==> config.mk <==
export PLATFORM = sky130hd
export DESIGN_NAME = nphy_toggle_input_capture
export DESIGN_NICKNAME = d
export VERILOG_FILES = /design/src/rtl/nphy_toggle_pkg.sv /design/src/rtl/nphy_sync_fifo.sv /design/src/rtl/nphy_toggle_input_capture.sv
export SDC_FILE = /design/constraint.sdc
export NUM_CORES = 1
export LEC_CHECK = 0
export CAP_MARGIN = 20
export CORE_ASPECT_RATIO = 1.2
export CORE_UTILIZATION = 25
export DETAILED_ROUTE_END_ITERATION = 10
export PLACE_DENSITY = 0.41
export SLEW_MARGIN = 15
export SYNTH_ARGS = -nofsm -noshare
export SYNTH_HDL_FRONTEND = slang
export SYNTH_SLANG_ARGS = --single-unit
==> constraint.sdc <==
create_clock -name iSystemClock -period 8.5 [get_ports iSystemClock]
set_input_delay 2.55 -clock iSystemClock [delete_from_list [all_inputs] [get_ports iSystemClock]]
set_output_delay 2.55 -clock iSystemClock [all_outputs]
set_load 0.01 [all_outputs]
==> src/rtl/nphy_toggle_pkg.sv <==
// Shared constants and sample/word types for the NAND PHY toggle-mode read capture path.
package nphy_toggle_pkg;

    localparam int SAMPLES_PER_CLK = 8;
    localparam int BYTES_PER_WORD  = 4;
    localparam int RD_FIFO_DEPTH   = 8;

    typedef logic [SAMPLES_PER_CLK-1:0]      dqs_vec_t;
    typedef logic [SAMPLES_PER_CLK-1:0][7:0] dq_vec_t;
    typedef logic [BYTES_PER_WORD-1:0][7:0]  word_t;

endpackage

==> src/rtl/nphy_sync_fifo.sv <==
// Single-clock first-word-fall-through FIFO; a push into a full FIFO without a pop is dropped.
module nphy_sync_fifo #(
    parameter int WIDTH = 32,
    parameter int DEPTH = 8
) (
    input  logic             clk_i,
    input  logic             rst_i,
    input  logic             push_i,
    input  logic [WIDTH-1:0] data_i,
    input  logic             pop_i,
    output logic [WIDTH-1:0] data_o,
    output logic             empty_o,
    output logic             full_o,
    output logic             overflow_o
);
    localparam int AW = $clog2(DEPTH);
    localparam logic [AW-1:0] PTR_ONE  = AW'(1);
    localparam logic [AW:0]   CNT_ONE  = (AW+1)'(1);
    localparam logic [AW:0]   CNT_FULL = (AW+1)'(DEPTH);

    logic [WIDTH-1:0] mem_q [DEPTH];
    logic [AW-1:0]    wr_ptr_q;
    logic [AW-1:0]    rd_ptr_q;
    logic [AW:0]      count_q;
    logic             overflow_q;
    logic             do_push;
    logic             do_pop;

    assign empty_o    = (count_q == '0);
    assign full_o     = (count_q == CNT_FULL);
    assign do_pop     = pop_i && !empty_o;
    assign do_push    = push_i && (!full_o || do_pop);
    assign data_o     = empty_o ? '0 : mem_q[rd_ptr_q];
    assign overflow_o = overflow_q;

    always_ff @(posedge clk_i) begin
        if (do_push) begin
            mem_q[wr_ptr_q] <= data_i;
        end
    end

    always_ff @(posedge clk_i) begin
        if (rst_i) begin
            wr_ptr_q   <= '0;
            rd_ptr_q   <= '0;
            count_q    <= '0;
            overflow_q <= 1'b0;
        end else begin
            if (do_push) begin
                wr_ptr_q <= wr_ptr_q + PTR_ONE;
            end
            if (do_pop) begin
                rd_ptr_q <= rd_ptr_q + PTR_ONE;
            end
            case ({do_push, do_pop})
                2'b10:   count_q <= count_q + CNT_ONE;
                2'b01:   count_q <= count_q - CNT_ONE;
                default: count_q <= count_q;
            endcase
            if (push_i && !do_push) begin
                overflow_q <= 1'b1;
            end
        end
    end

endmodule

==> src/rtl/nphy_toggle_input_capture.sv <==
// Toggle-mode DDR read capture: finds DQS edges in 8x oversampled data, picks the DQ byte
// CAPTURE_OFFSET samples later, packs bytes into 32-bit words and queues them in a FWFT FIFO.
module nphy_toggle_input_capture
    import nphy_toggle_pkg::*;
#(
    parameter int CAPTURE_OFFSET = 1
) (
    input  logic        iSystemClock,
    input  logic        iModuleReset,
    input  logic        iCaptureEnable,
    input  dqs_vec_t    iDQSSample,
    input  dq_vec_t     iDQSample,
    output logic [31:0] oPI_DQ,
    output logic        oPI_ValidFlag,
    input  logic        iPI_Ready,
    output logic        oPI_Empty,
    output logic        oPI_Full,
    output logic        oOverflow,
    output logic        oGlitch
);
    logic       hist_q;
    logic       last7_q;
    logic       glitch_q;
    dqs_vec_t   acc_c;
    logic       glitch_c;
    logic       prev_acc_c;
    logic       prev_s_c;

    dqs_vec_t   acc1_q;
    dq_vec_t    dq1_q;
    logic       en1_q;
    logic       en2_q;

    logic [6:0][7:0] hold_q, hold_d;
    logic [2:0]      cnt_q, cnt_d;
    logic [7:0][7:0] comb_c;
    logic [2:0]      fill_c;
    logic [3:0]      idx_c;
    logic            flush_c;
    word_t           word_q, word_d;
    logic            wvalid_q, wvalid_d;

    // An edge right after an accepted one is a glitch; ignored edges do not move the reference.
    always_comb begin
        acc_c      = '0;
        glitch_c   = 1'b0;
        prev_acc_c = last7_q;
        prev_s_c   = hist_q;
        for (int k = 0; k < SAMPLES_PER_CLK; k++) begin
            if (iCaptureEnable && (iDQSSample[k] != prev_s_c)) begin
                if (prev_acc_c) begin
                    glitch_c = 1'b1;
                end else begin
                    acc_c[k] = 1'b1;
                end
            end
            prev_acc_c = acc_c[k];
            prev_s_c   = iDQSSample[k];
        end
    end

    // Sample positions past bit 7 come from the live vector, which is the next cycle's data.
    always_comb begin
        comb_c = {8'h00, hold_q};
        fill_c = cnt_q;
        idx_c  = '0;
        for (int k = 0; k < SAMPLES_PER_CLK; k++) begin
            if (acc1_q[k]) begin
                idx_c          = 4'(k) + 4'(CAPTURE_OFFSET);
                comb_c[fill_c] = idx_c[3] ? iDQSample[idx_c[2:0]] : dq1_q[idx_c[2:0]];
                fill_c         = fill_c + 3'd1;
            end
        end
    end

    assign flush_c = en2_q && !en1_q;

    // Bytes above the fill level are always zero, so a flush word is already padded.
    always_comb begin
        hold_d   = comb_c[6:0];
        cnt_d    = fill_c;
        word_d   = comb_c[3:0];
        wvalid_d = 1'b0;
        if (fill_c >= 3'd4) begin
            wvalid_d = 1'b1;
            hold_d   = {32'h0, comb_c[6:4]};
            cnt_d    = fill_c - 3'd4;
        end else if (flush_c && (fill_c != 3'd0)) begin
            wvalid_d = 1'b1;
            hold_d   = '0;
            cnt_d    = '0;
        end
    end

    always_ff @(posedge iSystemClock) begin
        if (iModuleReset) begin
            hist_q   <= 1'b0;
            last7_q  <= 1'b0;
            glitch_q <= 1'b0;
            acc1_q   <= '0;
            dq1_q    <= '0;
            en1_q    <= 1'b0;
            en2_q    <= 1'b0;
            hold_q   <= '0;
            cnt_q    <= '0;
            word_q   <= '0;
            wvalid_q <= 1'b0;
        end else begin
            hist_q   <= iDQSSample[SAMPLES_PER_CLK-1];
            last7_q  <= acc_c[SAMPLES_PER_CLK-1];
            glitch_q <= glitch_q | glitch_c;
            acc1_q   <= acc_c;
            dq1_q    <= iDQSample;
            en1_q    <= iCaptureEnable;
            en2_q    <= en1_q;
            hold_q   <= hold_d;
            cnt_q    <= cnt_d;
            word_q   <= word_d;
            wvalid_q <= wvalid_d;
        end
    end

    assign oGlitch       = glitch_q;
    assign oPI_ValidFlag = !oPI_Empty;

    nphy_sync_fifo #(
        .WIDTH(32),
        .DEPTH(RD_FIFO_DEPTH)
    ) u_fifo (
        .clk_i      (iSystemClock),
        .rst_i      (iModuleReset),
        .push_i     (wvalid_q),
        .data_i     (word_q),
        .pop_i      (oPI_ValidFlag && iPI_Ready),
        .data_o     (oPI_DQ),
        .empty_o    (oPI_Empty),
        .full_o     (oPI_Full),
        .overflow_o (oOverflow)
    );

endmodule

# --- Word level (Yosys, flattened, before mapping) ---
# Memories as Yosys holds them, arrays and structs flattened. A register that Yosys moved wholly into a read port is not among the register bits.
# Index checks and enable logic that the tools add are counted.
op_classes:
  addsub: 13
  n_mul: 0
  div_mod_pow: 0
  magnitude_cmp: 17
  n_eq_ne: 11
  n_shift: 0
  n_mux: 84
  bitwise: 1
  reduce_logical: 31
ops:
  columns: ["op", "n"]
  rows:
  - ["$bwmux W64", 8]
  - ["$mux W64", 7]
  - ["$demux W8 S3", 8]
  - ["$mux W8", 8]
  - ["$mux W56", 1]
  - ["$mux W24", 2]
  - ["$mux W1", 36]
  - ["$mux W3", 12]
  - ["$lt A3 B4 Y1 const B", 8]
  - ["$mux W32", 1]
  - ["$add A3 B1 Y3 const B", 10]
  - ["$ge A3 B1 Y1 const B", 8]
  - ["$logic_and A1 B1 Y1", 22]
  - ["$ne A1 B1 Y1", 8]
  - ["$pmux W4 S2", 1]
  - ["$add A4 B1 Y4 const B", 1]
  - ["$eq A4 B4 Y1 const B", 1]
  - ["$logic_not A1 Y1", 4]
  - ["$logic_not A4 Y1", 1]
  - ["$sub A4 B1 Y4 const B", 1]
  - ["$ge A3 B3 Y1 const B", 1]
  - ["$reduce_bool A3 Y1", 1]
  - ["$reduce_or A3 Y1", 1]
  - ["$sub A3 B3 Y3 const B", 1]
  - ["other kinds (5)", 5]
totals:
  regBits: 172
  latch_bits: 0
  ram_bits: 256
  romBits: 0
  input_bits: 76
  output_inout_bits: 37
  elab_cells: 188
  memories: 1
memory_table:
  columns: ["name", "depth", "width", "rd", "rd_ports_with_merged_regs", "wr", "line", "rtl"]
  rows:
  - ["u_fifo.mem_q", 8, 32, 1, 1, 1, "nphy_sync_fifo.sv:21", "logic [WIDTH-1:0] mem_q [DEPTH];"]

# --- Longest topological paths before layout ---
# Gate-level depths: netlist of run 1.
depth:
  ltp_word: 22
  depth_mapped: 35
  mapped_depth_nobuf: 33

# --- Hierarchy ---
# Synthesis of run 1 repeated with hierarchy kept, for this count alone.
hier_totals:
  cells_unflattened: 1822
  area_unflattened_um2: 21544.4
modules_own_cells:
  columns: ["module", "n_inst", "cells_per_inst", "area_per_inst_um2", "seq_area_each_um2"]
  rows:
  - ["nphy_toggle_input_capture", 1, 1329, 11088.1, 3203.1]
  - ["nphy_sync_fifo", 1, 493, 10456.3, 7967.6]

# --- Worst setup path after synthesis of run 1 ---
# Ideal clock, no wire load.
synth_path:
  kind: "reg2reg"
  from: "register cnt_q[0]"
  to: "register hold_q[10] (netlist bit)"
  setup_time_ns: 0.136
  arrival_time_ns: 6.350
  t_required_ns: 8.364
  setup_slack_ns: 2.013
  path_stages_with_launch: 33
  n_path_buf: 2
  period_less_slack_ns: 6.487
  path_cell_list: "dfxtp_1 ha_1 mux2i_2 inv_1 ha_1 mux2i_1 inv_1 ha_1 nand2_1 o21ai_0 ha_1 nand2_1 o31ai_1 nand2_1 inv_1 ha_1 and2_1 a21oi_1 inv_1 ha_1 nand2_1 o21ai_0 a31oi_1 inv_1 ha_1 and2_1 xnor3_1 buf_4 or4_1 clkbuf_1 o21ai_0 a2bb2oi_1 o22ai_1"
synth_between:
  elab_chain_cells: 22
  elab_cells_between_ends: 77
  classes_between: "add/sub (8); order compare (17); mux (42); reduce/logical (10)"
synth_rtl:
  columns: ["element", "line", "rtl"]
  rows:
  - ["start: declaration", "nphy_toggle_input_capture.sv:35", "logic [2:0] cnt_q, cnt_d;"]
  - ["start signal: assignment", "nphy_toggle_input_capture.sv:117", "cnt_q <= cnt_d;"]
  - ["$add A3 B1 Y3, or another cell as far along", "nphy_toggle_input_capture.sv:71", "fill_c = fill_c + 3'd1;"]
  - ["$mux W3 / $logic_and A1 B1 Y1 (equally long branches)", "nphy_toggle_input_capture.sv:68, nphy_toggle_input_capture.sv:70", null]
  - ["$add A3 B1 Y3, or another cell as far along", "nphy_toggle_input_capture.sv:71", null]
  - ["$mux W3, or another cell as far along", "nphy_toggle_input_capture.sv:68", "if (acc1_q[k]) begin"]
  - ["$add A3 B1 Y3, or another cell as far along", "nphy_toggle_input_capture.sv:71", null]
  - ["$mux W3, or another cell as far along", "nphy_toggle_input_capture.sv:68", null]
  - ["$add A3 B1 Y3, or another cell as far along", "nphy_toggle_input_capture.sv:71", null]
  - ["$mux W3, or another cell as far along", "nphy_toggle_input_capture.sv:68", null]
  - ["(+6 left out)", null, null]
  - ["$lt A3 B4 Y1 (not written as such), or another cell as far along", "nphy_toggle_input_capture.sv:70", "comb_c[fill_c] = idx_c[3] ? iDQSample[idx_c[2:0]] : dq1_q[idx_c[2:0]];"]
  - ["$logic_and A1 B1 Y1 (not written as such), or another cell as far along", "nphy_toggle_input_capture.sv:70", null]
  - ["$mux W8 / $bwmux W64 (equally long branches)", "nphy_toggle_input_capture.sv:70", null]
  - ["$demux W8 S3 / $mux W64 (equally long branches)", "nphy_toggle_input_capture.sv:70, nphy_toggle_input_capture.sv:68", null]
  - ["$bwmux W64", "nphy_toggle_input_capture.sv:70", null]
  - ["$mux W56", "nphy_toggle_input_capture.sv:68", null]
  - ["$mux W24", "nphy_toggle_input_capture.sv:88", "end else if (flush_c && (fill_c != 3'd0)) begin"]
  - ["$mux W24 (*)", "nphy_toggle_input_capture.sv:84", "if (fill_c >= 3'd4) begin"]
  - ["end signal: assignment", "nphy_toggle_input_capture.sv:116", "hold_q <= hold_d;"]
  - ["end: declaration", "nphy_toggle_input_capture.sv:34", "logic [6:0][7:0] hold_q, hold_d;"]
# Every way passes the cells marked *; elsewhere a longest branch is shown, timed or not.
# A chain may end at the register's enable or synchronous reset.

# --- Final worst setup path of run 1 ---
layout_path:
  from: "register cnt_q[1]"
  to: "register hold_q[7] (netlist bit)"
# Same word-level chain as after synthesis.

==> run metrics, run 1 <==
status=complete, no violations; area occupied by multi-input gates=9240 um2; GRT Total Usage=20.0%; Initial Utilization=25.2%; mux cell area share after synthesis=11.6%; Setup crit end kind=flip-flop; share of cells above drive strength 1=13.1%; routed len/inst=27.8 um; Die Ht=319 um; instance count of the mapped netlist=1830; Hold Path Class=reg2reg; Clk Latency, worst-skew pair=0.61 ns; die area=85100 um2; # resized after CTS=0; drt total wl=85800 um; post-synth top area cell=edfxtp_1; Commonest cells post-synth=256 x edfxtp_1, 174 x dfxtp_1, 165 x nor2_1; CP Data Arrival Time=8.18 ns; worst hold path stage count=1; Fin. Hold Viols=0; 1st-iter DRT viols=1353; number of synthesized register bits=430; Slew HR=14.7%; Max Clock Skew=0.0189 ns; Seq/Total Area, Yosys=53.2%; Final period util=90.7%; storage element area=11200 um2; number of global-route vias before repair=16086; DR vias=15958; Mean Syn Cell Area=11.5 um2; global-route wire length before repair=121000 um; slowest stage delay, CP=0.76 ns; H-tree depth=2; setup violators final=0; Num CTS Buffers=48; Setup TNS Final=0 ns; PortBufs=112; Max clock buf depth=3; DR pass1 iterations=5; ys async rst share=0%; VDD IR-drop max=0.139 mV; Tmin final=7.71 ns; power per cell area=254 nW/um2; # rows=116; # clock sinks=430; root buffer cell=clkbuf_16; YS warnings=0; main combinational cell family by area after synthesis=compound AO/OA/AOI/OAI gates; Synth Area in XOR/XNOR=2.33%; DRC=0; Placed Area=23500 um2; Crit Path Category=reg2reg; CP Max Fanout=15; dpl hpwl=61600 um; largest net degree at the start of global routing=65; Mapped Area=21000 um2; I/O pin count=113; area grow syn2layout=20.3%; Worst-path clk slew=0.05 ns; fmax=130 MHz; syn nets=1924; simple-gate share of the synthesized area=12.6%; Cell variety after synth=86; final slew viol count=0; Critical Path RT=8.97 ns; overall power=6410 uW; Worst path slowest cell=o21ai_1; # Post-CTS Setup Buffers=0; hold-fix buffers at CTS=0; Die X-Extent=266 um; worst r2r path cells=30; WHS=0.468 ns; compound-cell area share of the yosys netlist=15.9%; Core Region=83300 um2; post-route design area=25200 um2; most frequent CP cell=ha_1; number of synthesized flops with an enable pin=256; number of antenna violations at the first check in global routing=4; top cell type's share of synthesized area=36.6%; RSZ-0062 raised after global routing=no; setup slack, reg-to-reg=0.79 ns; ANT nets after route=0; vias per cell=5.18; main area contributors after synthesis=edfxtp_1 37%, dfxtp_1 17%, mux4_2 7.1%; Max Cap Violations=0; Worst Tran Pin Value=1.27 ns; CP Launch Type=flip-flop; GR Overflow Total=0; Main synth FF type=edfxtp_1; Synth Area in Adders=1.11%; fin nets=2012; top-count cell post-synth=edfxtp_1; Filler cells=8605; Pleak=0.00854 uW; GP Congestion=0.917; CTS tree=built
## report_power, final
group / internal (uW) / switching [uW]
sequential: 2360 / 193
combinational: 680 / 948
clock: 1340 / 893
## path summary, 6_finish.rpt
kind / startpoint / endpoint
max: cnt_q[1] / hold_q[7]
min: en1_q / en2_q
max reg2reg: cnt_q[1] / hold_q[7]
min reg2reg: en1_q / en2_q
## per-stage QoR
step / worst slack (ns) / cells / utilization (%)
5_1_grt: 0.0343 / 3079 / 30.3
3_5_place_dp: 0.511 / 2986 / 28.2
3_3_place_gp: 0.622 / 2986 / 28.2
4_1_cts: 0.448 / 3076 / 30.3
6_report: 0.788 / 3081 / 30.3
2_1_floorplan: 2.01 / 1830 / -
## final cells by class
type	count	share of cell area [%]
Timing Repair Buffer	165	6.01
Multi-Input combinational cell	1226	36.6
Sequential cell	430	44.3
Clock buffer	64	5.52
Inverter	47	0.699
Antenna cell	2	0.0198
Tap cell	1121	5.56
Clock inverter	26	1.31
## cell usage in the layout, fill, tap and decap left out, types with 7 or more instances in the layout
master | netlist | layout
clkbuf_16 | 0 | 50
o32ai_1 | 17 | 16
a22o_1 | 24 | 24
nor2b_1 | 67 | 67
a211oi_1 | 65 | 65
nand2_1 | 77 | 77
inv_1 | 44 | 44
or3_1 | 10 | 10
xor2_1 | 9 | 9
edfxtp_1 | 256 | 256
nor2_1 | 165 | 159
clkdlybuf4s50_1 | 0 | 111
o22ai_1 | 16 | 16
o31ai_1 | 11 | 11
a22oi_1 | 19 | 19
a31oi_1 | 19 | 19
o22a_1 | 7 | 7
mux4_2 | 66 | 66
clkinv_2 | 0 | 9
a21o_1 | 15 | 15
nand2b_1 | 27 | 27
o21ai_0 | 110 | 110
xnor2_1 | 18 | 18
nand3_1 | 31 | 31
ha_1 | 17 | 17
nor3_2 | 5 | 9
buf_4 | 3 | 52
a21oi_1 | 66 | 66
clkbuf_8 | 0 | 9
and3_1 | 9 | 9
o211ai_1 | 25 | 25
nor3_1 | 57 | 53
and2_1 | 27 | 27
nand4_1 | 7 | 7
a221oi_1 | 40 | 40
dfxtp_1 | 174 | 171
a2bb2oi_1 | 7 | 7
mux2i_1 | 90 | 89
## critical path: cells and delay by family, from the launching register on
kind                     cells  cell delay (ns)
flip-flops                   1             0.57
AND/OR/NAND/NOR              6             1.18
multiplexers                 2             0.46
buffers and inverters        5             0.63
adder cells (fa/ha/maj)      7             2.20
AO/OA/AOI/OAI               10             2.54
## sequential cells by signal, indices dropped and copies added, names as in the netlist, 3 cells and up, named ones only
register         cells
dq1_q               56
u_fifo.wr_ptr_q      3
acc1_q               7
u_fifo.count_q       4
hold_q              56
word_q              32
u_fifo.rd_ptr_q      3
cnt_q                3
u_fifo.mem_q       256
## per-layer routing
layer / GRT usage (%) / part of all wire, % / up-vias
met4: 13.2 / 7.3 / 4
met2: 34.0 / 49 / 651
li1: - / - / 7168
met5: 0 / 0.021 / -
met3: 3.03 / 5.3 / 218
met1: 23.2 / 38 / 7917
## kinds of logic after synthesis
group	Yosys count
compound gates	486
buf+inv	174
fa+ha+maj	18
xor+xnor	38
mux	159
other cells	1
simple gates	524
flops	430
Note: power is estimated with default switching activity, not from simulation.
==> inputs of run 2 (changes only) <==
--- a/config.mk
+++ b/config.mk
@@ -10,5 +10,4 @@
 export CORE_UTILIZATION = 25
 export DETAILED_ROUTE_END_ITERATION = 10
-export PLACE_DENSITY = 0.41
 export SLEW_MARGIN = 15
 export SYNTH_ARGS = -nofsm -noshare
==> constraint.sdc (replaced) <==
create_clock -name iSystemClock -period 8.5 [get_ports iSystemClock]
set_input_delay 2.55 -clock iSystemClock [delete_from_list [all_inputs] [get_ports iSystemClock]]
set_output_delay 2.55 -clock iSystemClock [all_outputs]
set_load 0.05 [all_outputs]
==> run 2 against run 1 <==
Clock power fell by 8%; total power increased by 2.9%; setup slack got worse by 0.25 ns; highest routed layer is now met4.
==> run metrics, run 2 (synthesized netlist as in run 1, its figures left out) <==
I/O pin count=113 (unchanged); VDD IR-drop max=0.158 mV (+14%); ANT nets after route=0 (unchanged); routed len/inst=27.7 um (-0.33%); CTS tree=built; status=complete, no violations; Tmin final=7.96 ns (+0.252 ns); Initial Utilization=25.2% (unchanged); Fin. Hold Viols=0 (unchanged); drt total wl=85500 um (-0.26%); PortBufs=112 (unchanged); die area=85100 um2 (unchanged); CP Launch Type=flip-flop; # diodes=0 (-2); most frequent CP cell=ha_1; number of antenna violations at the first check in global routing=2 (-2); Core Region=83300 um2 (unchanged); fin nets=2017 (+0.25%); Pleak=0.00848 uW (-0.61%); GR Overflow Total=0 (unchanged); share of cells above drive strength 1=12.6% (-0.49 points); CP Max Fanout=36 (+21); WHS=0.466 ns (-0.00119 ns); DR pass1 iterations=7 (+2); Max Cap Violations=0 (unchanged); Filler cells=8579 (-0.30%); Worst-path clk slew=0.06 ns (about the same); commonest non-fill, non-tap cell in the layout=edfxtp_1; DRC=0 (unchanged); Worst path slowest cell=dfxtp_1; max reg flops=256 (unchanged); CP Data Arrival Time=8.41 ns (+0.23 ns); largest net degree at the start of global routing=59 (-9.2%); vias per cell=5.27 (+1.8%); Die X-Extent=266 um (unchanged); Critical Path RT=8.95 ns (-0.02 ns); Max Clock Skew=0.0329 ns (+0.0140 ns); global-route wire length before repair=120000 um (-0.66%); GRT Total Usage=19.8% (-0.23 points); setup violators final=0 (unchanged); Worst Tran Pin Value=1.17 ns (-0.101 ns); Crit Path Category=reg2reg; DR vias=16260 (+1.9%); highest-count cells in the layout ignoring fill and taps=256 x edfxtp_1, 171 x dfxtp_1, 159 x nor2_1; Largest Register=u_fifo.mem_q; Final period util=93.7% (+3.0 points); biggest regs=u_fifo.mem_q: 256 flops, dq1_q: 56 flops, hold_q: 56 flops; GP Congestion=0.954 (+4.1%); # clock sinks=430 (unchanged); Max clock buf depth=3 (unchanged); Die Ht=319 um (unchanged); setup slack, reg-to-reg=0.54 ns (-0.25 ns); Setup crit end kind=flip-flop; slowest stage delay, CP=0.58 ns (-0.18 ns); root buffer cell=clkbuf_16; dpl hpwl=61100 um (-0.87%); RSZ-0062 raised after global routing=no; Clk Latency, worst-skew pair=0.62 ns (about the same); Num CTS Buffers=48 (unchanged); 1st-iter DRT viols=1196 (-12%); hold-fix buffers at CTS=0 (unchanged); overall power=6600 uW (+2.9%); number of global-route vias before repair=16263 (+1.1%); fmax=126 MHz (-3.2%); H-tree depth=2 (unchanged); power per cell area=262 nW/um2 (+3.3%); Hold Path Class=reg2reg; Setup TNS Final=0 ns (unchanged); final slew viol count=0 (unchanged); # rows=116 (unchanged); Slew HR=21.5% (+6.8 points); area grow syn2layout=19.8%
[run 2: cell types whose count changed in the layout (fill, tap and decap cells not counted), moves of 2 or more]
cell       previous run  this run
nor3_2                9         7
inv_4                 2         0
buf_4                52        57
bufinv_16             6         2
clkbuf_4              2         0
clkbuf_1              5        15
diode_2               2         0
clkbuf_8              9         4
clkinv_2              9         7
clkinv_16             1         3
[run 2: worst paths after layout]
path | from | endpoint | depth (start not counted)
setup reg to reg | cnt_q[1] | hold_q[33] | 33
setup / recovery | cnt_q[1] | hold_q[33] | 33
hold / removal | en1_q | en2_q | 1
hold reg to reg | en1_q | en2_q | 1
[run 2: final cells by class]
class | count | area, um2 | area share (%)
sequential | 430 | 11200 | 44.5
multi-input combinational | 1226 | 9230 | 36.7
timing repair buffer | 170 | 1560 | 6.22
tap | 1121 | 1400 | 5.58
clock buffer | 68 | 1340 | 5.32
clock inverter | 21 | 250 | 0.995
inverter | 47 | 176 | 0.702
[run 2: report_power, final]
group | switching [uW] | internal [uW]
Combinational | 1280 | 687
Clock | 896 | 1180
Sequential | 204 | 2360
[run 2: critical path, delay by kind of cell, from the launching register on]
family | cells | cell delay [ns]
compound gates | 8 | 1.49
simple gates | 9 | 1.67
buf+inv | 6 | 0.89
mux | 2 | 0.62
flops | 1 | 0.58
fa+ha+maj | 8 | 2.53
[run 2: metrics by stage]
stage               utilization [%]  setup WS [ns]  std cells  cell area, um2
floorplan                         -           2.01       1830           21000
global route                   30.2         0.0295       3083           25100
detailed placement             28.3          0.583       2993           23500
finish                         30.2          0.536       3083           25100
global placement               28.2          0.779       2990           23500
CTS                            30.2          0.574       3082           25100
[run 2: timing repair]
item / in CTS / in global routing
resized for setup: 0 / 1
setup endpoints to repair: 0 / 1
setup buffers: 0 / 0
[run 2: metal layers]
metal  vias up  global-route usage [%]  wire [um]
li1       7171                       -          -
met1      8225                    24.4      34500
met2       668                    32.5      40600
met3       196                    2.52       4280
met4         0                    12.7       6160
met5         -                       0          0
==> inputs of run 3 (changes only) <==
==> constraint.sdc (replaced) <==
create_clock -name iSystemClock -period 8.5 [get_ports iSystemClock]
set_input_delay 2.55 -clock iSystemClock [delete_from_list [all_inputs] [get_ports iSystemClock]]
set_output_delay 2.55 -clock iSystemClock [all_outputs]
set_load 0.01 [all_outputs]
==> run 3 against run 2 <==
Critical endpoint is now hold_q[22]; setup slack gained 0.074 ns; critical path depth fell by 3; combinational power is 16% lower; critical path type unchanged; die area unchanged; non-clock buffer count is the same; register-to-register slack improved by 0.07 ns; clock-buffer cell count shrank 2; via count fell by 0.13%.
==> run metrics, run 3 (synthesized netlist as in run 1, its figures left out) <==
status=complete, no violations; area grow syn2layout=20.1%; Setup crit end kind=flip-flop; VDD IR-drop max=0.157 mV (-0.61%); fmax=127 MHz (+0.94%); GR Overflow Total=0 (unchanged); Max Cap Violations=0 (unchanged); drt total wl=85300 um (-0.24%); uppermost layer routed=met5; combinational group share of total power=26.1% (-3.7 points); crit-path leading delay family=adder cells; Critical Path RT=9.01 ns (+0.06 ns); most frequent CP cell=ha_1; commonest non-fill, non-tap cell in the layout=edfxtp_1; wire length on met1=34200 um (-0.79%); Sequential Power Share=40.4% (+1.6 points); PortBufs=112 (unchanged); area occupied by multi-input gates=9240 um2 (about the same); Largest Register=u_fifo.mem_q; biggest regs=u_fifo.mem_q: 256 flops, dq1_q: 56 flops, hold_q: 56 flops; CP Launch Type=flip-flop; Tmin final=7.89 ns (-0.0744 ns); global-route wire length before repair=119000 um (-0.83%); vias per cell=5.27 (-0.13%); Int Pwr=4280 uW (+1.5%); Setup TNS Final=0 ns (unchanged); root buffer cell=clkbuf_16; power per cell area=251 nW/um2 (-4.4%); Max clock buf depth=3 (unchanged); worst reg2reg path startpoint=cnt_q[1]; Final Util=30.2% (+0.072 points); number of antenna violations at the first check in global routing=2 (unchanged); ANT nets after route=0 (unchanged); crit path buf inv count=5 (-1); Num CTS Buffers=47 (-2.1%); number of global-route vias before repair=16108 (-0.95%); Pleak=0.00851 uW (+0.26%); metal3 WL=4350 um (+1.5%); Hold Startpoint=en1_q; Core Region=83300 um2 (unchanged); Hold Path Class=reg2reg; slowest stage delay, CP=0.59 ns (about the same); DR pass1 iterations=5 (-2); setup violators final=0 (unchanged); Crit Path Category=reg2reg; switching power=2040 uW (-14%); Final period util=92.8% (-0.88 points); die area=85100 um2 (unchanged); fin nets=2016 (-0.050%); Crit path depth=30 (-9.1%); largest net degree at the start of global routing=59 (unchanged); worst hold path stage count=1 (unchanged); GP Congestion=0.960 (+0.65%); Worst-path clk slew=0.06 ns (about the same); worst r2r path cells=30 (-9.1%); Slew HR=28.0% (+6.6 points); final slew viol count=0 (unchanged); Placed Area=23500 um2 (about the same); Initial Utilization=25.2% (unchanged); # clock sinks=430 (unchanged); DRC=0 (unchanged); # rows=116 (unchanged); CTS tree=built; dpl hpwl=60800 um (-0.35%); highest-count cells in the layout ignoring fill and taps=256 x edfxtp_1, 171 x dfxtp_1, 159 x nor2_1; CP Max Fanout=11 (-69%); met2 wire length=40900 um (+0.69%); I/O pin count=113 (unchanged); Clk Latency, worst-skew pair=0.62 ns (about the same); max reg flops=256 (unchanged); Filler cells=8532 (-0.55%); Worst path slowest cell=or2_0; Max Clock Skew=0.0441 ns (+0.0112 ns); DR vias=16239 (-0.13%); Worst Tran Pin Value=1.07 ns (-0.0981 ns); GRT Total Usage=19.6% (-0.14 points); post-route design area=25200 um2 (+0.24%); H-tree depth=2 (unchanged); Die X-Extent=266 um (unchanged); Fin. Hold Viols=0 (unchanged); Clock power frac=33.5% (+2.1 points); storage element area=11200 um2 (unchanged); Die Ht=319 um (unchanged); RSZ-0062 raised after global routing=no; Sw Ratio=32.3% (-3.8 points); 1st-iter DRT viols=1468 (+23%); routed len/inst=27.7 um (-0.24%); Crit. Startpoint=cnt_q[1]; CP Data Arrival Time=8.40 ns (about the same); share of cells above drive strength 1=12.7% (+0.16 points)
-- run 3: cell type report --
cell class / count / share of cell area (%)
Tap cell: 1121 / 5.57
Clock buffer: 66 / 5.32
Antenna cell: 1 / 0.00993
Timing Repair Buffer: 170 / 6.21
Inverter: 47 / 0.700
Sequential cell: 430 / 44.4
Multi-Input combinational cell: 1226 / 36.7
Clock inverter: 22 / 1.18
-- run 3: path summary, 6_finish.rpt --
kind	slack, ns	end
max	0.61	hold_q[22]
min	0.46	en2_q
max reg2reg	0.61	hold_q[22]
min reg2reg	0.46	en2_q
-- run 3: per-layer routing --
metal  vias up  GRT usage (%)
met5         -              0
met4         2           12.1
met3       203           2.69
met2       642           32.7
met1      8224           23.9
li1       7168              -
-- run 3: power by group through the flow --
| stage | registers [uW] | clock network, uW | logic [uW] |
|---|---|---|---|
| 6_report | 2560 | 2120 | 1650 |
| 5_1_grt | 2570 | 2240 | 1760 |
| 4_1_cts | 2560 | 2170 | 1650 |
| 3_5_place_dp | 2600 | 0 | 1640 |
| 3_3_place_gp | 2590 | 0 | 1630 |
| 2_1_floorplan | 2460 | 0 | 982 |
-- run 3: metrics by stage --
step / std cells / hold WS [ns] / power [uW] / setup WS [ns]
detailed placement: 2992 / 0.454 / 4240 / 0.560
CTS: 3080 / 0.463 / 6370 / 0.546
global route: 3082 / 0.485 / 6570 / 0.146
floorplan: 1830 / 0.429 / 3440 / 2.01
finish: 3083 / 0.461 / 6320 / 0.611
global placement: 2990 / 0.450 / 4220 / 0.804
-- run 3: timing repair --
action / in CTS / in global routing
hold buffers: 0 / 0
setup endpoints to repair: 0 / 1
gates resized for setup: 0 / 2
setup buffers: 0 / 0
